--- config.mk ---
export PLATFORM = sky130hd
export DESIGN_NAME = gain_sequencer
export DESIGN_NICKNAME = d
export VERILOG_FILES = /design/src/rtl/gain_pkg.sv /design/src/rtl/gain_sequencer_pot_spi_tx.sv /design/src/rtl/gain_sequencer.sv
export SDC_FILE = /design/constraint.sdc
export NUM_CORES = 1
export LEC_CHECK = 0
export ABC_AREA = 0
export ABC_CLOCK_PERIOD_IN_PS = 3100
export CORE_ASPECT_RATIO = 0.9
export CORE_MARGIN = 2
export CORE_UTILIZATION = 42
export CTS_CLUSTER_DIAMETER = 120
export DETAILED_ROUTE_END_ITERATION = 16
export PLACE_DENSITY_LB_ADDON = 0.1
export SETUP_SLACK_MARGIN = 0.02
export SLEW_MARGIN = 30
export SYNTH_ARGS = -nofsm -noshare
export SYNTH_HDL_FRONTEND = slang
export SYNTH_HIERARCHICAL = 1
export SYNTH_SLANG_ARGS = --single-unit
--- constraint.sdc ---
create_clock -name clk_i -period 3.1 [get_ports clk_i]
set_input_delay 0.775 -clock clk_i [delete_from_list [all_inputs] [get_ports clk_i]]
set_output_delay 0.775 -clock clk_i [all_outputs]
set_load 0.02 [all_outputs]
--- src/rtl/gain_pkg.sv ---
// Shared types and the gain lookup for the receiver gain sequencer.
// Gains are in 4 dB units; the HGA contributes 5 units (20 dB) when not bypassed.
package gain_pkg;

  localparam int GAIN_MIN       = -4;
  localparam int GAIN_MAX       = 19;
  localparam int POT_FRAME_BITS = 16;
  localparam int HGA_STEPS      = 5;
  localparam int POT_CODE_STEP  = 12;

  typedef enum logic [2:0] {
    INIT,
    IDLE,
    LOOKUP,
    RELAY_PRE,
    SPI_XFER,
    RELAY_POST,
    SETTLE
  } seq_state_t;

  typedef struct packed {
    logic [7:0] code;
    logic       bypass;
  } lut_entry_t;

  function automatic logic signed [5:0] clamp_gain(input logic signed [5:0] g);
    logic signed [5:0] r;
    r = g;
    if (int'(g) < GAIN_MIN) r = 6'(GAIN_MIN);
    if (int'(g) > GAIN_MAX) r = 6'(GAIN_MAX);
    return r;
  endfunction

  // Low gains bypass the HGA; the pot covers the remainder in equal code steps.
  function automatic lut_entry_t gain_lut(input logic signed [5:0] g);
    lut_entry_t e;
    int         pga;
    e.bypass = (int'(g) < HGA_STEPS);
    pga      = e.bypass ? int'(g) : int'(g) - HGA_STEPS;
    e.code   = 8'((pga - GAIN_MIN) * POT_CODE_STEP);
    return e;
  endfunction

endpackage

--- src/rtl/gain_sequencer_pot_spi_tx.sv ---
// Write-only SPI mode-0 transmitter for the PGA digital pot.
// One frame: 16 bits MSB first, then a trailing low phase before cs_n rises.
module pot_spi_tx
  import gain_pkg::*;
#(
  parameter int SCLK_DIV = 4
) (
  input  logic                      clk,
  input  logic                      srst,
  input  logic                      start,
  input  logic [POT_FRAME_BITS-1:0] data,
  output logic                      done,
  output logic                      cs_n,
  output logic                      sclk,
  output logic                      mosi
);

  localparam int DIV_W = $clog2(SCLK_DIV);
  localparam int BIT_W = $clog2(POT_FRAME_BITS);

  logic                      active_reg;
  logic                      high_reg;
  logic                      tail_reg;
  logic [DIV_W-1:0]          div_reg;
  logic [BIT_W-1:0]          bits_left_reg;
  logic [POT_FRAME_BITS-1:0] shift_reg;
  logic                      cs_n_reg;
  logic                      sclk_reg;
  logic                      mosi_reg;
  logic                      phase_end;

  assign phase_end = active_reg && (div_reg == DIV_W'(SCLK_DIV - 1));
  // Pulses in the last cs_n-low cycle so the caller moves on as cs_n rises.
  assign done      = phase_end && tail_reg;
  assign cs_n      = cs_n_reg;
  assign sclk      = sclk_reg;
  assign mosi      = mosi_reg;

  always_ff @(posedge clk) begin
    if (srst) begin
      active_reg    <= 1'b0;
      high_reg      <= 1'b0;
      tail_reg      <= 1'b0;
      div_reg       <= '0;
      bits_left_reg <= '0;
      shift_reg     <= '0;
      cs_n_reg      <= 1'b1;
      sclk_reg      <= 1'b0;
      mosi_reg      <= 1'b0;
    end else if (!active_reg) begin
      if (start) begin
        active_reg    <= 1'b1;
        high_reg      <= 1'b0;
        tail_reg      <= 1'b0;
        div_reg       <= '0;
        bits_left_reg <= BIT_W'(POT_FRAME_BITS - 1);
        shift_reg     <= {data[POT_FRAME_BITS-2:0], 1'b0};
        cs_n_reg      <= 1'b0;
        sclk_reg      <= 1'b0;
        mosi_reg      <= data[POT_FRAME_BITS-1];
      end
    end else if (!phase_end) begin
      div_reg <= div_reg + 1'b1;
    end else begin
      div_reg <= '0;
      if (tail_reg) begin
        active_reg <= 1'b0;
        tail_reg   <= 1'b0;
        cs_n_reg   <= 1'b1;
        mosi_reg   <= 1'b0;
      end else if (!high_reg) begin
        high_reg <= 1'b1;
        sclk_reg <= 1'b1;
      end else begin
        high_reg <= 1'b0;
        sclk_reg <= 1'b0;
        if (bits_left_reg == '0) begin
          tail_reg <= 1'b1;
        end else begin
          mosi_reg      <= shift_reg[POT_FRAME_BITS-1];
          shift_reg     <= {shift_reg[POT_FRAME_BITS-2:0], 1'b0};
          bits_left_reg <= bits_left_reg - 1'b1;
        end
      end
    end
  end

endmodule

--- src/rtl/gain_sequencer.sv ---
// Receiver gain sequencer: clamps a requested gain, writes the pot code and orders
// the HGA bypass switch around the write so the total gain never overshoots.
module gain_sequencer
  import gain_pkg::*;
#(
  parameter int         SCLK_DIV      = 4,
  parameter int         SETTLE_CYCLES = 1000,
  parameter logic [7:0] POT_CMD       = 8'h00
) (
  input  logic              clk_i,
  input  logic              rst_i,
  input  logic signed [5:0] gain_req_i,
  input  logic              gain_req_valid_i,
  output logic              gain_req_ready_o,
  output logic signed [5:0] gain_dB_o,
  output logic              settled_o,
  output logic              hga_bypass_o,
  output logic              pot_cs_n_o,
  output logic              pot_sclk_o,
  output logic              pot_mosi_o
);

  localparam int CNT_W = $clog2(SETTLE_CYCLES + 1);

  seq_state_t        state_reg, state_next;
  logic signed [5:0] target_reg;
  logic signed [5:0] gain_reg;
  logic              new_bypass_reg;
  logic              bypass_reg;
  logic              settled_reg;
  logic [CNT_W-1:0]  settle_cnt_reg;

  logic signed [5:0] req_clamped;
  lut_entry_t        lut_out;
  logic              change;
  logic              spi_start;
  logic              spi_done;

  assign req_clamped = clamp_gain(gain_req_i);
  // target_reg is stable from LOOKUP through the frame, so the LUT feeds the SPI directly.
  assign lut_out     = gain_lut(target_reg);
  assign change      = (state_reg == IDLE) && gain_req_valid_i &&
                       !((req_clamped == gain_reg) && settled_reg);
  assign spi_start   = (state_next == SPI_XFER) && (state_reg != SPI_XFER);

  assign gain_req_ready_o = (state_reg == IDLE);
  assign gain_dB_o        = gain_reg;
  assign settled_o        = settled_reg;
  assign hga_bypass_o     = bypass_reg;

  pot_spi_tx #(
    .SCLK_DIV(SCLK_DIV)
  ) u_spi (
    .clk  (clk_i),
    .srst (rst_i),
    .start(spi_start),
    .data ({POT_CMD, lut_out.code}),
    .done (spi_done),
    .cs_n (pot_cs_n_o),
    .sclk (pot_sclk_o),
    .mosi (pot_mosi_o)
  );

  always_comb begin
    state_next = state_reg;
    case (state_reg)
      INIT:       state_next = LOOKUP;
      IDLE:       if (change) state_next = LOOKUP;
      LOOKUP:     state_next = (lut_out.bypass && !bypass_reg) ? RELAY_PRE : SPI_XFER;
      RELAY_PRE:  state_next = SPI_XFER;
      SPI_XFER:   if (spi_done) state_next = (!new_bypass_reg && bypass_reg) ? RELAY_POST : SETTLE;
      RELAY_POST: state_next = SETTLE;
      SETTLE:     if (settle_cnt_reg == CNT_W'(SETTLE_CYCLES)) state_next = IDLE;
      default:    state_next = INIT;
    endcase
  end

  always_ff @(posedge clk_i) begin
    if (rst_i) begin
      state_reg      <= INIT;
      target_reg     <= '0;
      gain_reg       <= '0;
      new_bypass_reg <= 1'b1;
      bypass_reg     <= 1'b1;
      settled_reg    <= 1'b0;
      settle_cnt_reg <= '0;
    end else begin
      state_reg <= state_next;
      case (state_reg)
        INIT: target_reg <= '0;
        IDLE: begin
          if (change) begin
            target_reg  <= req_clamped;
            settled_reg <= 1'b0;
          end
        end
        LOOKUP: begin
          new_bypass_reg <= lut_out.bypass;
          if (state_next == RELAY_PRE) bypass_reg <= 1'b1;
        end
        RELAY_POST: bypass_reg <= 1'b0;
        SETTLE: begin
          settle_cnt_reg <= settle_cnt_reg + 1'b1;
          if (state_next == IDLE) settled_reg <= 1'b1;
        end
        default: ;
      endcase
      if ((state_next == SETTLE) && (state_reg != SETTLE)) begin
        gain_reg       <= target_reg;
        settle_cnt_reg <= '0;
      end
    end
  end

endmodule

==> summary.txt <==
Status: finished, final reports clean
Fmax: 336 MHz
Initial antenna violation count: 0
CTS Buf Count: 5
Clk slew on worst S/H paths: 0.11 ns
Fraction of layout cells with a size suffix above 1: 23.3%
Fillers: 771
Post-synth ARST share: 0%
Total GRT Usage: 16.3%
Layout area overhead: 19.8%
Yosys top cell by area: dfxtp_1
H-Tree Depth: 2
DP Wirelength: 5000 um
Initial Utilization: 42.7%
Reg2reg start: target_reg[3]$_SDFFE_PP0P_
GPL Wtd Cong: 0.782
Top_reg_cell synth: dfxtp_1
PD cells: 405 nW/um^2
CP max FO: 5
Final Hold Viols: 0
DIE AREA: 8780 sq um
Antenna fix cells: 0
Chip width: 98.6 um
Max VDD drop: 186 uV
Non-Filler Instances: 528
Die H: 89.1 um
Hold_sp: u_spi/shift_reg[11]$_SDFFE_PP0P_
Type of the worst min-delay path: flip-flop to flip-flop
Util after Layout: 51.2%
Global-route wire length before repair: 11800 um
Total gr overflow: 0
Fin Setup TNS: 0 ns
Max-slew violations: 0
Critical path required time: 3.30 ns
Rows: 31
Post-route setup slack: 0.128 ns
Mapped Area: 3380 sq um
Drt drc: 0
CP startpoint: target_reg[3]$_SDFFE_PP0P_
Crit Path Class: flip-flop to flip-flop
Antenna-violating nets left: 0
Longest Clk Path Bufs: 2
Core area: 7910 sq um
Setup crit end kind: flip-flop
Worst skew pair latency: 0.32 ns
Layout Nets: 452
Number of flip-flops in the largest register: 15
Worst slew pin tran: 0.713 ns
Fin crit share: 95.9%
Place WS: -0.113 ns
Pleak: 0.00159 uW
Post-synthesis register bit count: 54
Ports: 21
Drt wl/cell: 13.5 um
Largest cells by area after synthesis: dfxtp_1 32%, ha_1 5.2%, mux2_2 5.0%, a211oi_1 4.9%, inv_1 3.9%
Number of global-route vias before repair: 2511
Area share of the largest cell type after synthesis: 32.0%
First DRT Iteration DRCs: 107
Dpl cells: 518
Total Routed Length: 7120 um
Yosys warnings: 6
CP arrival: 3.17 ns
Iteration count of the initial detailed-routing pass: 4
Synth unique cells: 60
CTS sink cnt: 54
Root buf cell: clkbuf_8
Routed via count: 2735
Area occupied by multi-input gates: 2140 sq um
Final Critical Period: 2.97 ns
Via density: 5.18
Avg Cell Area, Syn: 8.87 sq um
Largest net degree at the start of global routing: 25
IO buf count: 20
Clock skew: 0.0114 ns
Hold buffer count at cts: 0
Count of final setup violators: 0
CTS tree: built
Syn Inst Count: 381
Maximum capacitance violations: 0
Post-synth EDFFs: 0
Sequential share of the synthesized area: 32.0%
Slew HR: 52.0%
Startpoint types: flip-flop
Reg area: 1090 sq um
Yosys cell counts, types with 3 or more instances:
cell,number
o22ai_1,3
buf_6,5
clkbuf_1,8
and3_1,4
a31oi_1,3
nand3_1,7
mux2_2,15
dfxtp_1,54
nor3b_1,4
a211oi_2,8
nor2b_1,4
xnor2_1,11
nand2b_1,8
a211oi_1,22
buf_2,10
a21o_1,3
mux2i_1,12
xor2_1,14
nor2_1,30
o21ai_0,15
inv_1,35
nor3_1,8
a21oi_1,18
nand4_1,3
ha_1,14
nand2_1,22
routing by layer:
metal	GRT usage, %	vias up	part of all wire, %
li1	-	1431	-
met1	22.3	1283	52
met2	27.1	19	46
met3	3.13	2	2.1
met4	3.36	0	0.49
met5	0	-	0
layout make-up:
| class | count | area share (%) |
|---|---|---|
| multi-input combinational | 277 | 52.9 |
| timing repair buffer | 55 | 11.6 |
| clock buffer | 5 | 1.70 |
| sequential | 54 | 26.8 |
| clock inverter | 3 | 0.710 |
| tap | 99 | 3.06 |
| inverter | 35 | 3.24 |
timing repair:
item	4_1_cts	5_1_grt
gates resized for setup	4	10
cloned	0	0
pin swaps	2	9
endpoints found under the setup margin	2	2
buffers inserted	0	2
per-stage QoR:
step	instance area, sq um	power (uW)	hold slack [ns]
after floorplan	3450	1140	0.430
after global placement	3890	1220	0.441
after detailed placement	3890	1230	0.441
after CTS	3990	1660	0.462
after global routing	4050	1730	0.480
final	4050	1640	0.463
worst paths after layout:
| path | endpoint | cells after the start | slack (ns) |
|---|---|---|---|
| setup reg to reg | u_spi/shift_reg[8]$_SDFFE_PP0P_ | 16 | 0.13 |
| hold reg to reg | u_spi/shift_reg[11]$_SDFFE_PP0P_ | 2 | 0.46 |
| hold / removal | u_spi/shift_reg[11]$_SDFFE_PP0P_ | 2 | 0.46 |
| setup / recovery | u_spi/shift_reg[8]$_SDFFE_PP0P_ | 16 | 0.13 |
cell families (layout without fill, tap and decap cells):
family	Yosys count	after routing	share of synthesized area [%]
multiplexers	29	29	9.44
AND/OR/NAND/NOR	106	106	17.4
AO/OA/AOI/OAI	92	92	20.8
other	1	10	0.111
adder cells (fa/ha/maj)	15	15	5.77
flip-flops	54	54	32.0
XOR/XNOR	25	25	6.48
buffers and inverters	59	98	8.03
worst max-delay path, stage by stage (launching register included):
cell and delay [ns]:
dfxtp_1 0.45, nor2_2 0.09, a21o_1 0.21, nor2_2 0.16, xnor2_2 0.13, inv_1 0.09, ha_4 0.17, xnor2_2 0.13
xnor2_1 0.15, ha_2 0.21, xor2_2 0.20, xnor2_2 0.14, xnor2_1 0.15, xnor2_1 0.10, mux2_2 0.27, a211oi_2 0.14
a211oi_1 0.07
power breakdown:
part | total [uW] | internal, uW | switching (uW)
clock network | 427 | 168 | 259
logic | 416 | 200 | 216
registers | 798 | 754 | 43.9
total | 1640 | 1120 | 519
layout by cell type (no fill, tap or decap), drive strengths merged, types with 4 or more instances in the layout:
master | netlist | routed
a211oi | 30 | 30
a21oi | 18 | 18
a31oi | 4 | 4
and3 | 4 | 4
buf | 16 | 36
clkbuf | 8 | 5
clkdlybuf4s50 | 0 | 19
conb | 1 | 10
dfxtp | 54 | 54
ha | 14 | 14
inv | 35 | 36
mux2 | 17 | 17
mux2i | 12 | 12
nand2 | 22 | 22
nand2b | 9 | 9
nand3 | 7 | 7
nor2 | 31 | 31
nor2b | 5 | 5
nor3 | 8 | 8
nor3b | 4 | 4
o21ai | 15 | 15
o22ai | 4 | 4
xnor2 | 11 | 11
xor2 | 14 | 14
No activity file was read; power rests on OpenSTA's default activity.
